$ cat src/rtl/wb_reram_multi_slave.sv
// Wishbone classic slave that decodes a word-per-channel window and forwards each
// access to one of N_CH ReRAM cores, terminating with ack, or err on decode failure or timeout.
module wb_reram_multi_slave #(
    parameter logic [31:0] BASE_ADDR = 32'h3000_0000,
    parameter logic [31:0] WIN_MASK  = 32'h0000_00FF,
    parameter int          N_CH      = 4,
    parameter logic [3:0]  REQ_SEL   = 4'b1111,
    parameter int          TIMEOUT   = 16
) (
    input  logic                 wb_clk_i,
    input  logic                 wb_rst_i,
    input  logic                 wbs_stb_i,
    input  logic                 wbs_cyc_i,
    input  logic                 wbs_we_i,
    input  logic [31:0]          wbs_adr_i,
    input  logic [31:0]          wbs_dat_i,
    input  logic [3:0]           wbs_sel_i,
    output logic [31:0]          wbs_dat_o,
    output logic                 wbs_ack_o,
    output logic                 wbs_err_o,
    output logic [N_CH-1:0]      core_en_o,
    output logic                 core_r_wb_o,
    output logic [31:0]          core_wdata_o,
    input  logic [N_CH*32-1:0]   core_rdata_i,
    input  logic [N_CH-1:0]      core_ack_i
);

    localparam int          IDX_W  = (N_CH > 1) ? $clog2(N_CH) : 1;
    localparam logic [15:0] TO_CNT = 16'(TIMEOUT);

    typedef enum logic [2:0] {S_IDLE, S_ISSUE, S_WAIT, S_ACK, S_ERR} state_t;

    state_t           state;
    logic [IDX_W-1:0] idx;
    logic             r_wb;
    logic [31:0]      wdata;
    logic [31:0]      rdata;
    logic [15:0]      cnt;

    logic [31:0]      word_off;
    logic             req_good;
    logic             sel_ack;
    logic [31:0]      sel_rdata;
    logic [15:0]      cnt_nxt;

    // The wait counter sticks at all-ones instead of wrapping back to zero.
    function automatic logic [15:0] sat_inc(input logic [15:0] v);
        return (v == 16'hFFFF) ? v : v + 16'd1;
    endfunction

    always_comb begin
        word_off = (wbs_adr_i & WIN_MASK) >> 2;
        req_good = ((wbs_adr_i & ~WIN_MASK) == BASE_ADDR)
                && (wbs_adr_i[1:0] == 2'b00)
                && (word_off < 32'(N_CH))
                && (wbs_sel_i == REQ_SEL);
        cnt_nxt  = sat_inc(cnt);
    end

    // Only the captured channel's ack and data are observed; other channels are ignored.
    always_comb begin
        sel_ack   = 1'b0;
        sel_rdata = '0;
        for (int k = 0; k < N_CH; k++) begin
            if (idx == IDX_W'(k)) begin
                sel_ack   = core_ack_i[k];
                sel_rdata = core_rdata_i[32*k +: 32];
            end
        end
    end

    always_ff @(posedge wb_clk_i or posedge wb_rst_i) begin
        if (wb_rst_i) begin
            state <= S_IDLE;
            idx   <= '0;
            r_wb  <= 1'b0;
            wdata <= '0;
            rdata <= '0;
            cnt   <= '0;
        end else begin
            case (state)
                S_IDLE: begin
                    if (wbs_cyc_i && wbs_stb_i) begin
                        if (req_good) begin
                            idx   <= wbs_adr_i[2 +: IDX_W];
                            r_wb  <= ~wbs_we_i;
                            wdata <= wbs_dat_i;
                            state <= S_ISSUE;
                        end else begin
                            state <= S_ERR;
                        end
                    end
                end
                S_ISSUE: begin
                    cnt   <= '0;
                    state <= wbs_cyc_i ? S_WAIT : S_IDLE;
                end
                S_WAIT: begin
                    // A master abort wins over a same-cycle core ack.
                    if (!wbs_cyc_i) begin
                        state <= S_IDLE;
                    end else if (sel_ack) begin
                        if (r_wb) rdata <= sel_rdata;
                        state <= S_ACK;
                    end else begin
                        cnt <= cnt_nxt;
                        if (TIMEOUT != 0 && cnt_nxt == TO_CNT) state <= S_ERR;
                    end
                end
                S_ACK:   state <= S_IDLE;
                S_ERR:   state <= S_IDLE;
                default: state <= S_IDLE;
            endcase
        end
    end

    always_comb begin
        for (int k = 0; k < N_CH; k++) begin
            core_en_o[k] = (state == S_ISSUE) && (idx == IDX_W'(k));
        end
    end

    assign wbs_ack_o    = (state == S_ACK);
    assign wbs_err_o    = (state == S_ERR);
    assign wbs_dat_o    = rdata;
    assign core_r_wb_o  = r_wb;
    assign core_wdata_o = wdata;

endmodule

$ cat config.mk
export PLATFORM = sky130hd
export DESIGN_NAME = wb_reram_multi_slave
export DESIGN_NICKNAME = d
export VERILOG_FILES = /design/src/rtl/wb_reram_multi_slave.sv
export SDC_FILE = /design/constraint.sdc
export NUM_CORES = 1
export LEC_CHECK = 0
export BUFFER_PORTS_ARGS = -buffer_cell sky130_fd_sc_hd__buf_2
export CAP_MARGIN = 40
export CORE_MARGIN = 8
export CORE_UTILIZATION = 40
export CTS_CLUSTER_DIAMETER = 60
export CTS_CLUSTER_SIZE = 40
export DETAILED_ROUTE_END_ITERATION = 16
export GPL_TIMING_DRIVEN = 0
export HOLD_SLACK_MARGIN = 0.15
export PLACE_DENSITY = 0.77
export SYNTH_ARGS = -nofsm -noshare
export SYNTH_HDL_FRONTEND = slang
export SYNTH_SLANG_ARGS = --single-unit
$ cat constraint.sdc
create_clock -name wb_clk_i -period 2.4 [get_ports wb_clk_i]
set_input_delay 0.24 -clock wb_clk_i [delete_from_list [all_inputs] [get_ports wb_clk_i]]
set_output_delay 0.24 -clock wb_clk_i [all_outputs]
set_load 0.02 [all_outputs]
Word-level counts from Yosys, hierarchy flattened
Cells that the tools add are included.
{"block": "op_classes", "eq_ne": 15, "n_lt_le_gt_ge": 1, "n_mux": 19, "add_sub_neg": 1, "n_reduce_logical": 16, "bitwise": 1}
{"cell": "32-bit two-way mux", "count": 4}
{"cell": "16-bit two-way mux", "count": 3}
{"cell": "16-bit one-hot mux with 2 select lines", "count": 1}
{"cell": "24-bit by 22-bit == test with 1-bit output, second input constant", "count": 1}
{"cell": "16-bit by 1-bit adder with 16-bit output, second input constant", "count": 1}
{"cell": "16-bit == test, second input constant", "count": 1}
{"cell": "16-bit by 5-bit == test with 1-bit output, second input constant", "count": 1}
{"cell": "3-bit two-way mux", "count": 5}
{"cell": "3-bit one-hot mux with 3 select lines", "count": 1}
{"cell": "1-bit logical AND", "count": 8}
{"cell": "3-bit by 2-bit == test with 1-bit output, second input constant", "count": 2}
{"cell": "6-bit by 3-bit less-than comparator with 1-bit output, second input constant", "count": 1}
{"cell": "2-bit inequality test, second input constant", "count": 3}
{"cell": "3-bit AND reduction", "count": 2}
{"cell": "2-bit == test, second input constant", "count": 2}
{"cell": "4-bit == test, second input constant", "count": 1}
{"cell": "2-bit logical NOT", "count": 2}
{"cell": "1-bit two-way mux", "count": 4}
{"cell": "4-bit inequality test, second input constant", "count": 1}
{"cell": "4-bit AND reduction", "count": 1}
{"cell": "3-bit by 1-bit == test with 1-bit output, second input constant", "count": 1}
{"cell": "3-bit == test, second input constant", "count": 1}
{"cell": "3-bit logical NOT", "count": 1}
{"cell": "2-bit by 1-bit == test with 1-bit output, second input constant", "count": 1}
{"cell": "4 further kinds", "count": 4}
{"block": "totals", "word_cells": 59, "output_inout_bits": 71, "register_bits": 86}

Logic depth before layout (Yosys ltp)
Gate-level depths: netlist (run 1).
{"block": "depth", "word_depth": 8, "mapped_depth": 8, "ltp_nobuf": 7}

Least setup slack after synthesis (run 1)
Ideal clock, no wire load.
{"block": "synth_path", "path_type": "input port to flip-flop", "start": "input port wbs_adr_i[12]", "end": "register wdata[10] (netlist: core_wdata_o[10])", "path_stages": 6, "t_arrival_ns": 2.242, "required_ns": 2.275, "path_slack_ns": 0.033, "path_cell_list": "or4_1 > or4_4 > or4_4 > buf_6 > buf_12 > mux2_4"}
{"block": "synth_between", "elab_chain_cells": 5}
{"item": "from (decl)", "line": "15", "rtl": "input logic [31:0] wbs_adr_i,"}
{"item": "24-bit by 22-bit == test with 1-bit output", "line": "53", "rtl": "req_good = ((wbs_adr_i & ~WIN_MASK) == BASE_ADDR)"}
{"item": "1-bit logical AND", "line": "54", "rtl": "&& (wbs_adr_i[1:0] == 2'b00)"}
{"item": "1-bit logical AND", "line": "55", "rtl": "&& (word_off < 32'(N_CH))"}
{"item": "1-bit logical AND", "line": "56", "rtl": "&& (wbs_sel_i == REQ_SEL);"}
{"item": "3-bit AND reduction (no line)"}
{"item": "to (signal assigned)", "line": "87", "rtl": "wdata <= wbs_dat_i;"}
{"item": "to (decl)", "line": "36", "rtl": "logic [31:0] wdata;"}
No other way between the ends.
A chain may end at the register's enable or synchronous reset.

Worst setup path after layout (run 1)
{"block": "layout_path", "start": "register cnt[1]", "end": "register state[1]"}
{"block": "layout_between", "elab_chain_cells": 5}
{"item": "from (decl)", "line": "38", "rtl": "logic [15:0] cnt;"}
{"item": "from (signal assigned)", "line": "106", "rtl": "cnt <= cnt_nxt;"}
{"item": "16-bit by 1-bit adder with 16-bit output or 16-bit == test (tied branches)", "line": "48", "rtl": "return (v == 16'hFFFF) ? v : v + 16'd1;"}
{"item": "16-bit two-way mux (*)", "line": "48"}
{"item": "16-bit by 5-bit == test with 1-bit output (*)", "line": "107", "rtl": "if (TIMEOUT != 0 && cnt_nxt == TO_CNT) state <= S_ERR;"}
{"item": "4-bit inequality test (no line) (*)"}
{"item": "2-bit AND reduction (no line) (*)"}
{"item": "to (signal assigned)", "line": "96", "rtl": "state <= wbs_cyc_i ? S_WAIT : S_IDLE;"}
{"item": "to (decl)", "line": "33", "rtl": "state_t state;"}
Mark *: on every way between the ends. The rest lies on a longest branch, timed or not.

==> results of run 1 <==
-- stage by stage --
stage                     setup WS (ns)  cell area, um^2   util  hold WS (ns)
after floorplan                  0.0331             4850      -         0.348
after global placement           -0.343             6410  0.538         0.441
after detailed placement         -0.379             6450  0.542         0.259
after CTS                       0.00418             7150  0.600         0.174
after global routing             -0.145             7240  0.608         0.217
final                            0.0110             7240  0.608         0.187
-- tightest hold or removal path: stages --
cell	delay, ns
buf_2	0.10
a21oi_1	0.06
o21ai_0	0.07
-- worst min-delay path by stage --
stage / start / endpoint / slack, ns
after floorplan: wbs_we_i / core_r_wb_o / 0.35
after global placement: wbs_we_i / core_r_wb_o / 0.44
after detailed placement: wb_rst_i / core_wdata_o[20] / 0.26
after CTS: wbs_cyc_i / state[1] / 0.17
after global routing: wbs_cyc_i / state[1] / 0.22
final: wbs_cyc_i / state[1] / 0.19
-- cell type report --
type,instances,area [um^2],area share
buffer,23,156,0.0216
clock buffer,9,225,0.0311
clock inverter,7,77.6,0.0107
inverter,4,18.8,0.00259
multi-input combinational,249,2610,0.360
sequential,86,2150,0.298
tap,147,184,0.0254
timing repair buffer,318,1810,0.251
-- power groups by stage --
stage	logic (mW)	clock network (mW)	registers, mW
6_report	0.370	1.43	1.48
5_1_grt	0.404	1.54	1.49
4_1_cts	0.392	1.47	1.46
3_5_place_dp	0.340	0	1.49
3_3_place_gp	0.319	0	1.49
2_1_floorplan	0.134	0	1.49
-- state kept, by name (all words and copies together), names as in the netlist --
signal / cells
cnt: 16
core_wdata_o: 32
core_r_wb_o: 1
wbs_dat_o: 32
idx: 2
state: 3
-- cell usage in the layout, fill, tap and decap left out, drive strengths merged, types with 4 or more instances in the layout --
cell	count
mux4	33
buf	287
clkbuf	27
nand3	10
inv	6
dlygate4sd3	36
and4	4
nor3	8
nand2	17
a31oi	4
o31ai	4
a21oi	5
nand4	8
mux2	67
o21ai	26
mux2i	4
or4	4
nor2	9
dfrtp	86
nor4	9
-- logic make-up (layout without fill, tap and decap cells) --
logic type,after synthesis,in the layout,share of synthesized area
AOI/OAI and AO/OA,55,55,0.0715
xor gates and xnor gates,1,1,0.00181
adders and majority gates,1,1,0.00258
buffers and inverters,30,361,0.0351
DFF,86,86,0.444
muxes,104,104,0.339
and+or+nand+nor,88,88,0.106
-- repair_timing --
item / CTS / global route
setup buffers: 2 / 3
pin swaps: 2 / 4
gates resized for setup: 5 / 27
hold endpoints to repair: 51 / 0
setup endpoints to repair: 43 / 75
hold buffers: 36 / 0
-- per-layer routing --
metal	wire length (um)	track usage	up-vias
li1	-	-	2084
met1	6630	0.244	2282
met2	9220	0.369	220
met3	1220	0.0561	32
met4	371	0.0694	0
met5	0	0	-
==> summary.json, run 1 <==
{
  "period_needed": {"value": 2.39, "unit": "ns"},
  "path_cells": {"value": "ha_2, nand4_1, a311oi_4, and4b_1, o22ai_1, nor4_4, o21ai_0"},
  "initial_util": {"value": 0.407},
  "cts_buffers": {"value": 9},
  "post-route-period-util": {"value": 0.995},
  "worstPathMaxFanout": {"value": 7},
  "p_clk_frac": {"value": 0.435},
  "num_vias": {"value": 4618},
  "initial_antenna_violation_count": {"value": 0},
  "critical_path.endpoint_type": {"value": "flip-flop"},
  "endpoint_arrival_time_on_the_critical_path": {"value": 2.58, "unit": "ns"},
  "gate_count_after_technology_mapping": {"value": 365},
  "place.detailed.instances": {"value": 789},
  "ys_dominant_reg_cell": {"value": "dfrtp_1"},
  "worstSkewPairLatency": {"value": 0.34, "unit": "ns"},
  "swShare": {"value": 0.236},
  "worst_ep_required_time": {"value": 2.60, "unit": "ns"},
  "critical_path.reg2reg.endpoint": {"value": "state[1]"},
  "postSynthRegisterBits": {"value": 86},
  "path_clk_slew": {"value": 0.06, "unit": "ns"},
  "port-buffer-count": {"value": 275},
  "power_density": {"value": 453, "unit": "mW/mm^2"},
  "ant_nets": {"value": 0},
  "vdd_drop_max": {"value": 0.480, "unit": "mV"},
  "tightest_slew": {"value": 0.621, "unit": "ns"},
  "synthTopCellsByArea": {"value": "dfrtp_1 (44%), mux4_2 (15%), mux2_2 (9.1%), mux2_4 (8.7%), o21ai_0 (2.7%)"},
  "synth_most_common_cell": {"value": "dfrtp_1"},
  "asyncSetResetFlopFracSynth": {"value": 1.00},
  "die-height": {"value": 126, "unit": "um"},
  "post_synth.cell_area_avg": {"value": 13.3, "unit": "um^2"},
  "drt-initial-drc-count": {"value": 341},
  "design.die.area": {"value": 0.0159, "unit": "mm^2"},
  "synth.cells.most_frequent": {"value": "dfrtp_1 (86), mux2_2 (39), mux4_2 (33)"},
  "cts_max_level": {"value": 3},
  "timing.final.max_slew_violations": {"value": 0},
  "die-width": {"value": 126, "unit": "um"},
  "nNetsFinal": {"value": 897},
  "pin_count": {"value": 276},
  "setup_violations": {"value": 0},
  "fin_total_pwr": {"value": 3.28, "unit": "mW"},
  "cp_peak_stage_delay": {"value": 0.43, "unit": "ns"},
  "synth.yosys.seq_area_share": {"value": 0.444},
  "skew": {"value": 0.0100, "unit": "ns"},
  "clock-sinks": {"value": 86},
  "synth-edff-count": {"value": 0},
  "cts_buffer_depth": {"value": 2},
  "grt_max_degree": {"value": 40},
  "detail_route.first_pass.iterations": {"value": 4},
  "grt_use_total": {"value": 0.210},
  "clock_tree_from_tritoncts": {"value": "done"},
  "critical_path_class": {"value": "flip-flop to flip-flop"},
  "ys_types": {"value": 49},
  "reg2reg_from": {"value": "cnt[1]"},
  "final_cell_count_no_fill": {"value": 843},
  "drc_errors": {"value": 0},
  "path_buf_inv": {"value": 0},
  "synth_top_area_cell": {"value": "dfrtp_1"},
  "maxCapViolations": {"value": 0},
  "synthesis.area": {"value": 0.00485, "unit": "mm^2"},
  "grt-ovfl-total": {"value": 0},
  "first_global_vias": {"value": 5018},
  "remaining_max_slew_budget_at_the_tightest_pin": {"value": 0.586},
  "first_pass_grt_wire_length": {"value": 26700, "unit": "um"},
  "insertedDiodeCount": {"value": 0},
  "worst_hold_path_type": {"value": "primary input to flip-flop"},
  "rrSetupSlack": {"value": 0.01, "unit": "ns"},
  "holdPathStages": {"value": 3},
  "routabilityCongestion": {"value": 0.929},
  "detail_route.wl_per_cell": {"value": 20.7, "unit": "um"},
  "p_comb_frac": {"value": 0.113},
  "path_depth": {"value": 7},
  "clockRootBuffer": {"value": "clkbuf_16"},
  "tns_setup": {"value": 0, "unit": "ns"},
  "worstSetupEndpoint": {"value": "state[1]"},
  "timing_hold_violations_final": {"value": 0},
  "rsz0062_at_grt": {"value": "yes"},
  "net-switching-power": {"value": 0.773, "unit": "mW"},
  "detail_route.vias_per_cell": {"value": 5.48},
  "route.final.wire_length": {"value": 17400, "unit": "um"},
  "power.static_leakage": {"value": 3.76, "unit": "nW"},
  "area_growth": {"value": 49.3, "unit": "%"},
  "rows": {"value": 40},
  "core_region_area": {"value": 0.0119, "unit": "mm^2"},
  "worst_path_max_delay_cell": {"value": "a311oi_4"},
  "fmaxAchievable": {"value": 419, "unit": "MHz"},
  "critPathLaunch": {"value": "cnt[1]"},
  "final_layout_size_suffix_gt1_frac": {"value": 0.616},
  "synth_largest_type_area_fraction": {"value": 0.444},
  "p_int": {"value": 2.51, "unit": "mW"},
  "detailed_placement_hpwl": {"value": 13200, "unit": "um"},
  "yosys_warnings": {"value": 0},
  "final.fill_count": {"value": 955},
  "postSynthNetCount": {"value": 571},
  "startpoint_type": {"value": "flip-flop"},
  "critical-path-top-delay-family": {"value": "simple AND/OR/NAND/NOR gates"},
  "reg2regPathDepth": {"value": 7},
  "power_frac_seq": {"value": 0.452},
  "run_status": {"value": "complete, no violations"}
}
(Power assumes the default switching activity.)
==> inputs of run 2 (changes only) <==
--- a/config.mk
+++ b/config.mk
@@ -8,13 +8,13 @@
 export BUFFER_PORTS_ARGS = -buffer_cell sky130_fd_sc_hd__buf_2
 export CAP_MARGIN = 40
 export CORE_MARGIN = 8
-export CORE_UTILIZATION = 40
+export CORE_UTILIZATION = 41
+export CTS_BUF_LIST = sky130_fd_sc_hd__clkbuf_8
 export CTS_CLUSTER_DIAMETER = 60
 export CTS_CLUSTER_SIZE = 40
 export DETAILED_ROUTE_END_ITERATION = 16
-export GPL_TIMING_DRIVEN = 0
 export HOLD_SLACK_MARGIN = 0.15
-export PLACE_DENSITY = 0.77
+export PLACE_DENSITY = 0.78
 export SYNTH_ARGS = -nofsm -noshare
 export SYNTH_HDL_FRONTEND = slang
 export SYNTH_SLANG_ARGS = --single-unit
==> summary.json, run 2 (synthesized netlist as in run 1, its figures left out) <==
{
  "routabilityCongestion": {"value": 0.866, "change": "-6.7%"},
  "num_vias": {"value": 4608, "change": "-0.22%"},
  "final_cell_count_no_fill": {"value": 840, "change": "-0.36%"},
  "multi_input_area": {"value": 0.00254, "unit": "mm^2", "change": "-2.4%"},
  "worstSkewPairLatency": {"value": 0.36, "unit": "ns", "change": "+0.02 ns"},
  "path_clk_slew": {"value": 0.09, "unit": "ns", "change": "+0.03 ns"},
  "post-route-period-util": {"value": 0.973, "change": "-0.0226"},
  "cts_max_level": {"value": 3, "change": "unchanged"},
  "die-width": {"value": 125, "unit": "um", "change": "-1.1%"},
  "net-switching-power": {"value": 0.717, "unit": "mW", "change": "-7.3%"},
  "place.detailed.instances": {"value": 785, "change": "-0.51%"},
  "grt_use_total": {"value": 0.218, "change": "+0.00784"},
  "vdd_drop_max": {"value": 0.298, "unit": "mV", "change": "-38%"},
  "design.die.area": {"value": 0.0156, "unit": "mm^2", "change": "-2.1%"},
  "p_int": {"value": 2.29, "unit": "mW", "change": "-8.8%"},
  "skew": {"value": 0.0134, "unit": "ns", "change": "+0.00337 ns"},
  "fmaxAchievable": {"value": 428, "unit": "MHz", "change": "+2.3%"},
  "first_pass_grt_wire_length": {"value": 27400, "unit": "um", "change": "+2.9%"},
  "die-height": {"value": 125, "unit": "um", "change": "-1.1%"},
  "first_global_vias": {"value": 5017, "change": "-0.020%"},
  "drc_errors": {"value": 0, "change": "unchanged"},
  "grt-ovfl-total": {"value": 0, "change": "unchanged"},
  "ant_nets": {"value": 0, "change": "unchanged"},
  "fin_util": {"value": 0.621, "change": "+0.0139"},
  "maxCapViolations": {"value": 0, "change": "unchanged"},
  "path_cells": {"value": "ha_1, and4_1, nand4_1, buf_4, buf_4, and4_1, o22ai_1, nor4_2, buf_4, o21ai_0"},
  "area_growth": {"value": 47.0, "unit": "%"},
  "crit_top_cell": {"value": "buf_4"},
  "endpoint_arrival_time_on_the_critical_path": {"value": 2.57, "unit": "ns", "change": "about the same"},
  "swShare": {"value": 0.239, "change": "+0.00291"},
  "port-buffer-count": {"value": 275, "change": "unchanged"},
  "timing.hold.ws": {"value": 0.202, "unit": "ns", "change": "+0.0151 ns"},
  "nNetsFinal": {"value": 898, "change": "+0.11%"},
  "setup_slack": {"value": 0.0653, "unit": "ns", "change": "+0.0542 ns"},
  "detailed_placement_hpwl": {"value": 13300, "unit": "um", "change": "+0.84%"},
  "cp_peak_stage_delay": {"value": 0.40, "unit": "ns", "change": "-0.03 ns"},
  "pin_count": {"value": 276, "change": "unchanged"},
  "setup_violations": {"value": 0, "change": "unchanged"},
  "clock_tree_from_tritoncts": {"value": "done"},
  "critical_path.endpoint_type": {"value": "flip-flop"},
  "cts_buffer_depth": {"value": 2, "change": "unchanged"},
  "critPathLaunch": {"value": "cnt[0]"},
  "tightest_slew": {"value": 0.794, "unit": "ns", "change": "+0.174 ns"},
  "reg2reg_from": {"value": "cnt[0]"},
  "timing_hold_violations_final": {"value": 0, "change": "unchanged"},
  "route.final.wire_length": {"value": 17100, "unit": "um", "change": "-1.7%"},
  "worst_ep_required_time": {"value": 2.64, "unit": "ns", "change": "+0.04 ns"},
  "p_clk_frac": {"value": 0.384, "change": "-0.051"},
  "run_status": {"value": "complete, no violations"},
  "remaining_max_slew_budget_at_the_tightest_pin": {"value": 0.469, "change": "-0.117"},
  "route.met2.wl": {"value": 8980, "unit": "um", "change": "-2.6%"},
  "clockRootBuffer": {"value": "clkbuf_8"},
  "m1WireLength": {"value": 6630, "unit": "um", "change": "about the same"},
  "worstSetupEndpoint": {"value": "state[1]"},
  "final_common_cell": {"value": "buf_2"},
  "rows": {"value": 39, "change": "-2.5%"},
  "power_frac_seq": {"value": 0.486, "change": "+0.034"},
  "power.static_leakage": {"value": 3.74, "unit": "nW", "change": "-0.50%"},
  "initial_util": {"value": 0.423, "change": "+0.0158"},
  "power_density": {"value": 421, "unit": "mW/mm^2", "change": "-7.0%"},
  "initial_antenna_violation_count": {"value": 0, "change": "unchanged"},
  "final.fill_count": {"value": 871, "change": "-8.8%"},
  "detail_route.first_pass.iterations": {"value": 5, "change": "+1"},
  "critical_path_class": {"value": "flip-flop to flip-flop"},
  "detail_route.wl_per_cell": {"value": 20.4, "unit": "um", "change": "-1.3%"},
  "area.sequential": {"value": 0.00215, "unit": "mm^2", "change": "unchanged"},
  "tns_setup": {"value": 0, "unit": "ns", "change": "unchanged"},
  "drt-initial-drc-count": {"value": 304, "change": "-11%"},
  "most_frequent_cells_in_the_layout": {"value": "buf_2 (275), dfrtp_1 (85), mux2_2 (39)"},
  "cts_buffers": {"value": 9, "change": "unchanged"},
  "met3_wirelength": {"value": 1360, "unit": "um", "change": "+12%"},
  "worst_path_max_delay_cell": {"value": "dfrtp_1"},
  "critical_path.reg2reg.endpoint": {"value": "state[1]"},
  "grt_max_degree": {"value": 38, "change": "-5.0%"},
  "p_comb_frac": {"value": 0.130, "change": "+0.017"},
  "insertedDiodeCount": {"value": 0, "change": "unchanged"},
  "highest-signal-layer": {"value": "met4"},
  "worst_hold_path_type": {"value": "primary input to flip-flop"},
  "final_layout_size_suffix_gt1_frac": {"value": 0.617, "change": "about the same"},
  "reg2regPathDepth": {"value": 10, "change": "+3"},
  "clock-sinks": {"value": 86, "change": "unchanged"},
  "dp_slack": {"value": -0.0807, "unit": "ns", "change": "+0.298 ns"},
  "period_needed": {"value": 2.33, "unit": "ns", "change": "-0.0542 ns"},
  "rrSetupSlack": {"value": 0.07, "unit": "ns", "change": "+0.05 ns"},
  "core_region_area": {"value": 0.0115, "unit": "mm^2", "change": "-3.7%"},
  "detail_route.vias_per_cell": {"value": 5.49, "change": "+0.14%"},
  "startpoint_type": {"value": "flip-flop"},
  "worstPathMaxFanout": {"value": 5, "change": "-2"},
  "timing.final.max_slew_violations": {"value": 0, "change": "unchanged"}
}
[run 2: worst max-delay path, delay by kind of cell, from the launching register on]
family	cells	cell delay, ns
AND/OR/NAND/NOR	4	0.96
buffers and inverters	3	0.45
flip-flops	1	0.40
adder cells (fa/ha/maj)	1	0.23
AO/OA/AOI/OAI	2	0.18
[run 2: layout make-up]
class / count / area share
Clock inverter: 7 / 0.0139
Inverter: 4 / 0.00263
Timing Repair Buffer: 342 / 0.282
Tap cell: 143 / 0.0251
Clock buffer: 9 / 0.0174
Multi-Input combinational cell: 249 / 0.357
Sequential cell: 86 / 0.302
[run 2: routing by layer]
layer / track usage / up-vias
li1: - / 2079
met1: 0.253 / 2276
met2: 0.391 / 239
met3: 0.0591 / 14
met4: 0.0482 / 0
met5: 0 / -
[run 2: what timing repair did]
item | 4_1_cts | 5_1_grt
gates resized for setup | 0 | 3
endpoints found under the setup margin | 0 | 2
buffers inserted | 0 | 2
hold buffers | 37 | 0
hold endpoints to repair | 69 | 0
[run 2: how the worst min path moves through the flow]
stage | from | endpoint | slack [ns] | cells past startpoint
5_1_grt | wbs_stb_i | state[0] | 0.22 | 3
2_1_floorplan | wbs_we_i | core_r_wb_o | 0.35 | 1
4_1_cts | wbs_stb_i | state[0] | 0.18 | 3
3_3_place_gp | wb_rst_i | core_wdata_o[16] | 0.41 | 2
6_report | wbs_stb_i | state[0] | 0.20 | 3
3_5_place_dp | wb_rst_i | core_wdata_o[11] | 0.42 | 2
[run 2: through the flow]
step	power, mW	instance area, um^2
after floorplan	1.62	4850
after global placement	1.82	6500
after detailed placement	1.83	6500
after CTS	3.03	7090
after global routing	3.13	7130
final	3.00	7130
[run 2: power by group through the flow]
stage          Combinational [mW]  Sequential (mW)  Clock, mW
3_5_place_dp                0.341             1.49          0
6_report                    0.390             1.46       1.15
5_1_grt                     0.429             1.46       1.24
3_3_place_gp                0.330             1.49          0
2_1_floorplan               0.134             1.49          0
4_1_cts                     0.390             1.46       1.18
==> inputs of run 3 (changes only) <==
--- a/config.mk
+++ b/config.mk
@@ -8,13 +8,13 @@
 export BUFFER_PORTS_ARGS = -buffer_cell sky130_fd_sc_hd__buf_2
 export CAP_MARGIN = 40
 export CORE_MARGIN = 8
-export CORE_UTILIZATION = 41
-export CTS_BUF_LIST = sky130_fd_sc_hd__clkbuf_8
+export CORE_UTILIZATION = 40
+export CTS_BUF_LIST = sky130_fd_sc_hd__clkbuf_4 sky130_fd_sc_hd__clkbuf_8 sky130_fd_sc_hd__clkbuf_16
 export CTS_CLUSTER_DIAMETER = 60
 export CTS_CLUSTER_SIZE = 40
 export DETAILED_ROUTE_END_ITERATION = 16
 export HOLD_SLACK_MARGIN = 0.15
-export PLACE_DENSITY = 0.78
+export PLACE_DENSITY = 0.77
 export SYNTH_ARGS = -nofsm -noshare
 export SYNTH_HDL_FRONTEND = slang
 export SYNTH_SLANG_ARGS = --single-unit
==> summary.json, run 3 (synthesized netlist as in run 1, its figures left out) <==
{
  "run_status": {"value": "complete, no violations"},
  "ant_nets": {"value": 0, "change": "unchanged"},
  "startpoint_type": {"value": "flip-flop"},
  "grt_max_degree": {"value": 41, "change": "+7.9%"},
  "initial_antenna_violation_count": {"value": 0, "change": "unchanged"},
  "design.die.area": {"value": 0.0159, "unit": "mm^2", "change": "+2.2%"},
  "fmaxAchievable": {"value": 434, "unit": "MHz", "change": "+1.4%"},
  "reg2reg_from": {"value": "cnt[1]"},
  "reg2regPathDepth": {"value": 10, "change": "unchanged"},
  "worstSkewPairLatency": {"value": 0.34, "unit": "ns", "change": "-0.02 ns"},
  "path_clk_slew": {"value": 0.06, "unit": "ns", "change": "-0.03 ns"},
  "place.detailed.instances": {"value": 787, "change": "+0.25%"},
  "most_frequent_cells_in_the_layout": {"value": "buf_2 (275), dfrtp_1 (84), mux2_2 (39)"},
  "routabilityCongestion": {"value": 0.900, "change": "+3.9%"},
  "swShare": {"value": 0.225, "change": "-0.0131"},
  "dpl_cell_area": {"value": 0.00649, "unit": "mm^2", "change": "-0.15%"},
  "die-height": {"value": 126, "unit": "um", "change": "+1.1%"},
  "crit_top_cell": {"value": "buf_4"},
  "cts_max_level": {"value": 3, "change": "unchanged"},
  "critical-path-top-delay-family": {"value": "simple AND/OR/NAND/NOR gates"},
  "skew": {"value": 0.00471, "unit": "ns", "change": "-0.00869 ns"},
  "initial_util": {"value": 0.407, "change": "-0.0158"},
  "clockRootBuffer": {"value": "clkbuf_16"},
  "clock-sinks": {"value": 86, "change": "unchanged"},
  "path_cells": {"value": "ha_4, buf_6, nand4_1, buf_4, a311oi_2, and4b_1, o22ai_1, nor4_2, buf_4, o21ai_1"},
  "design_area": {"value": 0.00720, "unit": "mm^2", "change": "+0.98%"},
  "port-buffer-count": {"value": 275, "change": "unchanged"},
  "final_layout_size_suffix_gt1_frac": {"value": 0.625, "change": "+0.00807"},
  "drc_errors": {"value": 0, "change": "unchanged"},
  "cts_buffer_depth": {"value": 2, "change": "unchanged"},
  "fin_total_pwr": {"value": 3.11, "unit": "mW", "change": "+3.6%"},
  "hold_path_end": {"value": "state[1]"},
  "net-switching-power": {"value": 0.702, "unit": "mW", "change": "-2.1%"},
  "nNetsFinal": {"value": 898, "change": "unchanged"},
  "detail_route.wl_per_cell": {"value": 20.0, "unit": "um", "change": "-2.1%"},
  "worst_path_max_delay_cell": {"value": "dfrtp_1"},
  "rrSetupSlack": {"value": 0.1, "unit": "ns", "change": "+0.03 ns"},
  "grt-ovfl-total": {"value": 0, "change": "unchanged"},
  "area_growth": {"value": 48.5, "unit": "%"},
  "final_cell_count_no_fill": {"value": 843, "change": "+0.36%"},
  "final_common_cell": {"value": "buf_2"},
  "rows": {"value": 40, "change": "+2.6%"},
  "min-delay-start": {"value": "wbs_cyc_i"},
  "endpoint_arrival_time_on_the_critical_path": {"value": 2.52, "unit": "ns", "change": "-0.05 ns"},
  "worstPathMaxFanout": {"value": 4, "change": "-1"},
  "p_clk_frac": {"value": 0.405, "change": "+0.021"},
  "final.fill_count": {"value": 937, "change": "+7.6%"},
  "path_buf_inv": {"value": 3, "change": "unchanged"},
  "p_int": {"value": 2.41, "unit": "mW", "change": "+5.4%"},
  "first_pass_grt_wire_length": {"value": 26400, "unit": "um", "change": "-3.8%"},
  "critical_path.endpoint_type": {"value": "flip-flop"},
  "clock_tree_from_tritoncts": {"value": "done"},
  "detail_route.vias_per_cell": {"value": 5.51, "change": "+0.38%"},
  "cp_peak_stage_delay": {"value": 0.39, "unit": "ns", "change": "about the same"},
  "setup_violations": {"value": 0, "change": "unchanged"},
  "num_vias": {"value": 4642, "change": "+0.74%"},
  "worst_ep_required_time": {"value": 2.62, "unit": "ns", "change": "-0.02 ns"},
  "first_global_vias": {"value": 5027, "change": "+0.20%"},
  "detailed_placement_hpwl": {"value": 12800, "unit": "um", "change": "-3.6%"},
  "period_needed": {"value": 2.30, "unit": "ns", "change": "-0.0321 ns"},
  "vdd_drop_max": {"value": 0.381, "unit": "mV", "change": "+28%"},
  "pin_count": {"value": 276, "change": "unchanged"},
  "power_density": {"value": 432, "unit": "mW/mm^2", "change": "+2.6%"},
  "timing_hold_violations_final": {"value": 0, "change": "unchanged"},
  "core_region_area": {"value": 0.0119, "unit": "mm^2", "change": "+3.9%"},
  "post-route-period-util": {"value": 0.959, "change": "-0.0134"},
  "critical_path_class": {"value": "flip-flop to flip-flop"},
  "power.static_leakage": {"value": 3.75, "unit": "nW", "change": "+0.47%"},
  "maxCapViolations": {"value": 0, "change": "unchanged"},
  "p_comb_frac": {"value": 0.125, "change": "-0.005"},
  "tightest_slew": {"value": 0.649, "unit": "ns", "change": "-0.145 ns"},
  "timing.final.max_slew_violations": {"value": 0, "change": "unchanged"},
  "critical_path.reg2reg.endpoint": {"value": "state[1]"},
  "holdPathStages": {"value": 3, "change": "unchanged"},
  "worst_hold_path_type": {"value": "primary input to flip-flop"},
  "insertedDiodeCount": {"value": 0, "change": "unchanged"},
  "route.final.wire_length": {"value": 16800, "unit": "um", "change": "-1.7%"},
  "detail_route.first_pass.iterations": {"value": 5, "change": "unchanged"},
  "drt-initial-drc-count": {"value": 335, "change": "+10%"},
  "timing.hold.ws": {"value": 0.178, "unit": "ns", "change": "-0.0237 ns"},
  "grt_use_total": {"value": 0.206, "change": "-0.0121"},
  "remaining_max_slew_budget_at_the_tightest_pin": {"value": 0.566, "change": "+0.0961"},
  "die-width": {"value": 126, "unit": "um", "change": "+1.1%"},
  "cts_buffers": {"value": 9, "change": "unchanged"},
  "power_frac_seq": {"value": 0.470, "change": "-0.016"}
}
run 3: cell count changes in the layout (fill, tap and decap cells not counted), moves of 2 or more:
cell	previous run	this run
bufinv_16	2	0
clkbuf_16	0	9
clkbuf_4	0	2
clkbuf_8	9	0
clkinv_2	0	2
run 3: worst max path at each step:
| stage | startpoint | endpoint | slack [ns] | cells past startpoint |
|---|---|---|---|---|
| detailed placement | wbs_adr_i[12] | core_wdata_o[24] | -0.08 | 6 |
| global route | cnt[1] | state[1] | -0.02 | 10 |
| CTS | cnt[0] | state[1] | 0.04 | 9 |
| global placement | wbs_adr_i[12] | core_wdata_o[10] | -0.04 | 6 |
| finish | cnt[1] | state[1] | 0.1 | 10 |
| floorplan | wbs_adr_i[12] | core_wdata_o[10] | 0.03 | 6 |
run 3: worst min-delay path, cell delays in order:
cell and delay [ns]:
buf_2 0.10, a21oi_1 0.06, o21ai_1 0.07
run 3: per-stage QoR:
step | util | setup WS, ns | TNS [ns]
3_5_place_dp | 0.545 | -0.0786 | -2.25
4_1_cts | 0.597 | 0.0360 | 0
6_report | 0.604 | 0.0974 | 0
5_1_grt | 0.604 | -0.0154 | -0.0159
3_3_place_gp | 0.545 | -0.0434 | -1.17
2_1_floorplan | - | 0.0331 | 0
run 3: area by class of cell:
| type | count | area [um^2] | area share |
|---|---|---|---|
| well taps | 147 | 184 | 0.0256 |
| clock buffers | 11 | 240 | 0.0334 |
| repair buffers | 342 | 2010 | 0.279 |
| flip-flops and latches | 86 | 2150 | 0.299 |
| multi-input cells | 249 | 2560 | 0.356 |
| clock inverters | 4 | 25.0 | 0.00348 |
| inverters | 4 | 18.8 | 0.00261 |
run 3: power by group through the flow:
stage | Clock (mW) | Combinational, mW | Sequential (mW)
finish | 1.26 | 0.389 | 1.46
global route | 1.36 | 0.423 | 1.46
CTS | 1.30 | 0.389 | 1.46
detailed placement | 0 | 0.341 | 1.49
global placement | 0 | 0.328 | 1.49
floorplan | 0 | 0.134 | 1.49
run 3: repair_timing:
item                                   CTS  global route
endpoints found under the hold margin   59             0
gates resized for setup                  0            10
hold buffers                            36             0
setup endpoints to repair                0             2
buffers inserted                         0             5
run 3: per-layer routing:
layer / vias up / track usage / part of all wire
li1: 2076 / - / -
met3: 25 / 0.0705 / 0.083
met1: 2308 / 0.240 / 0.39
met4: 0 / 0.0602 / 0.017
met5: - / 0 / 0
met2: 233 / 0.352 / 0.51
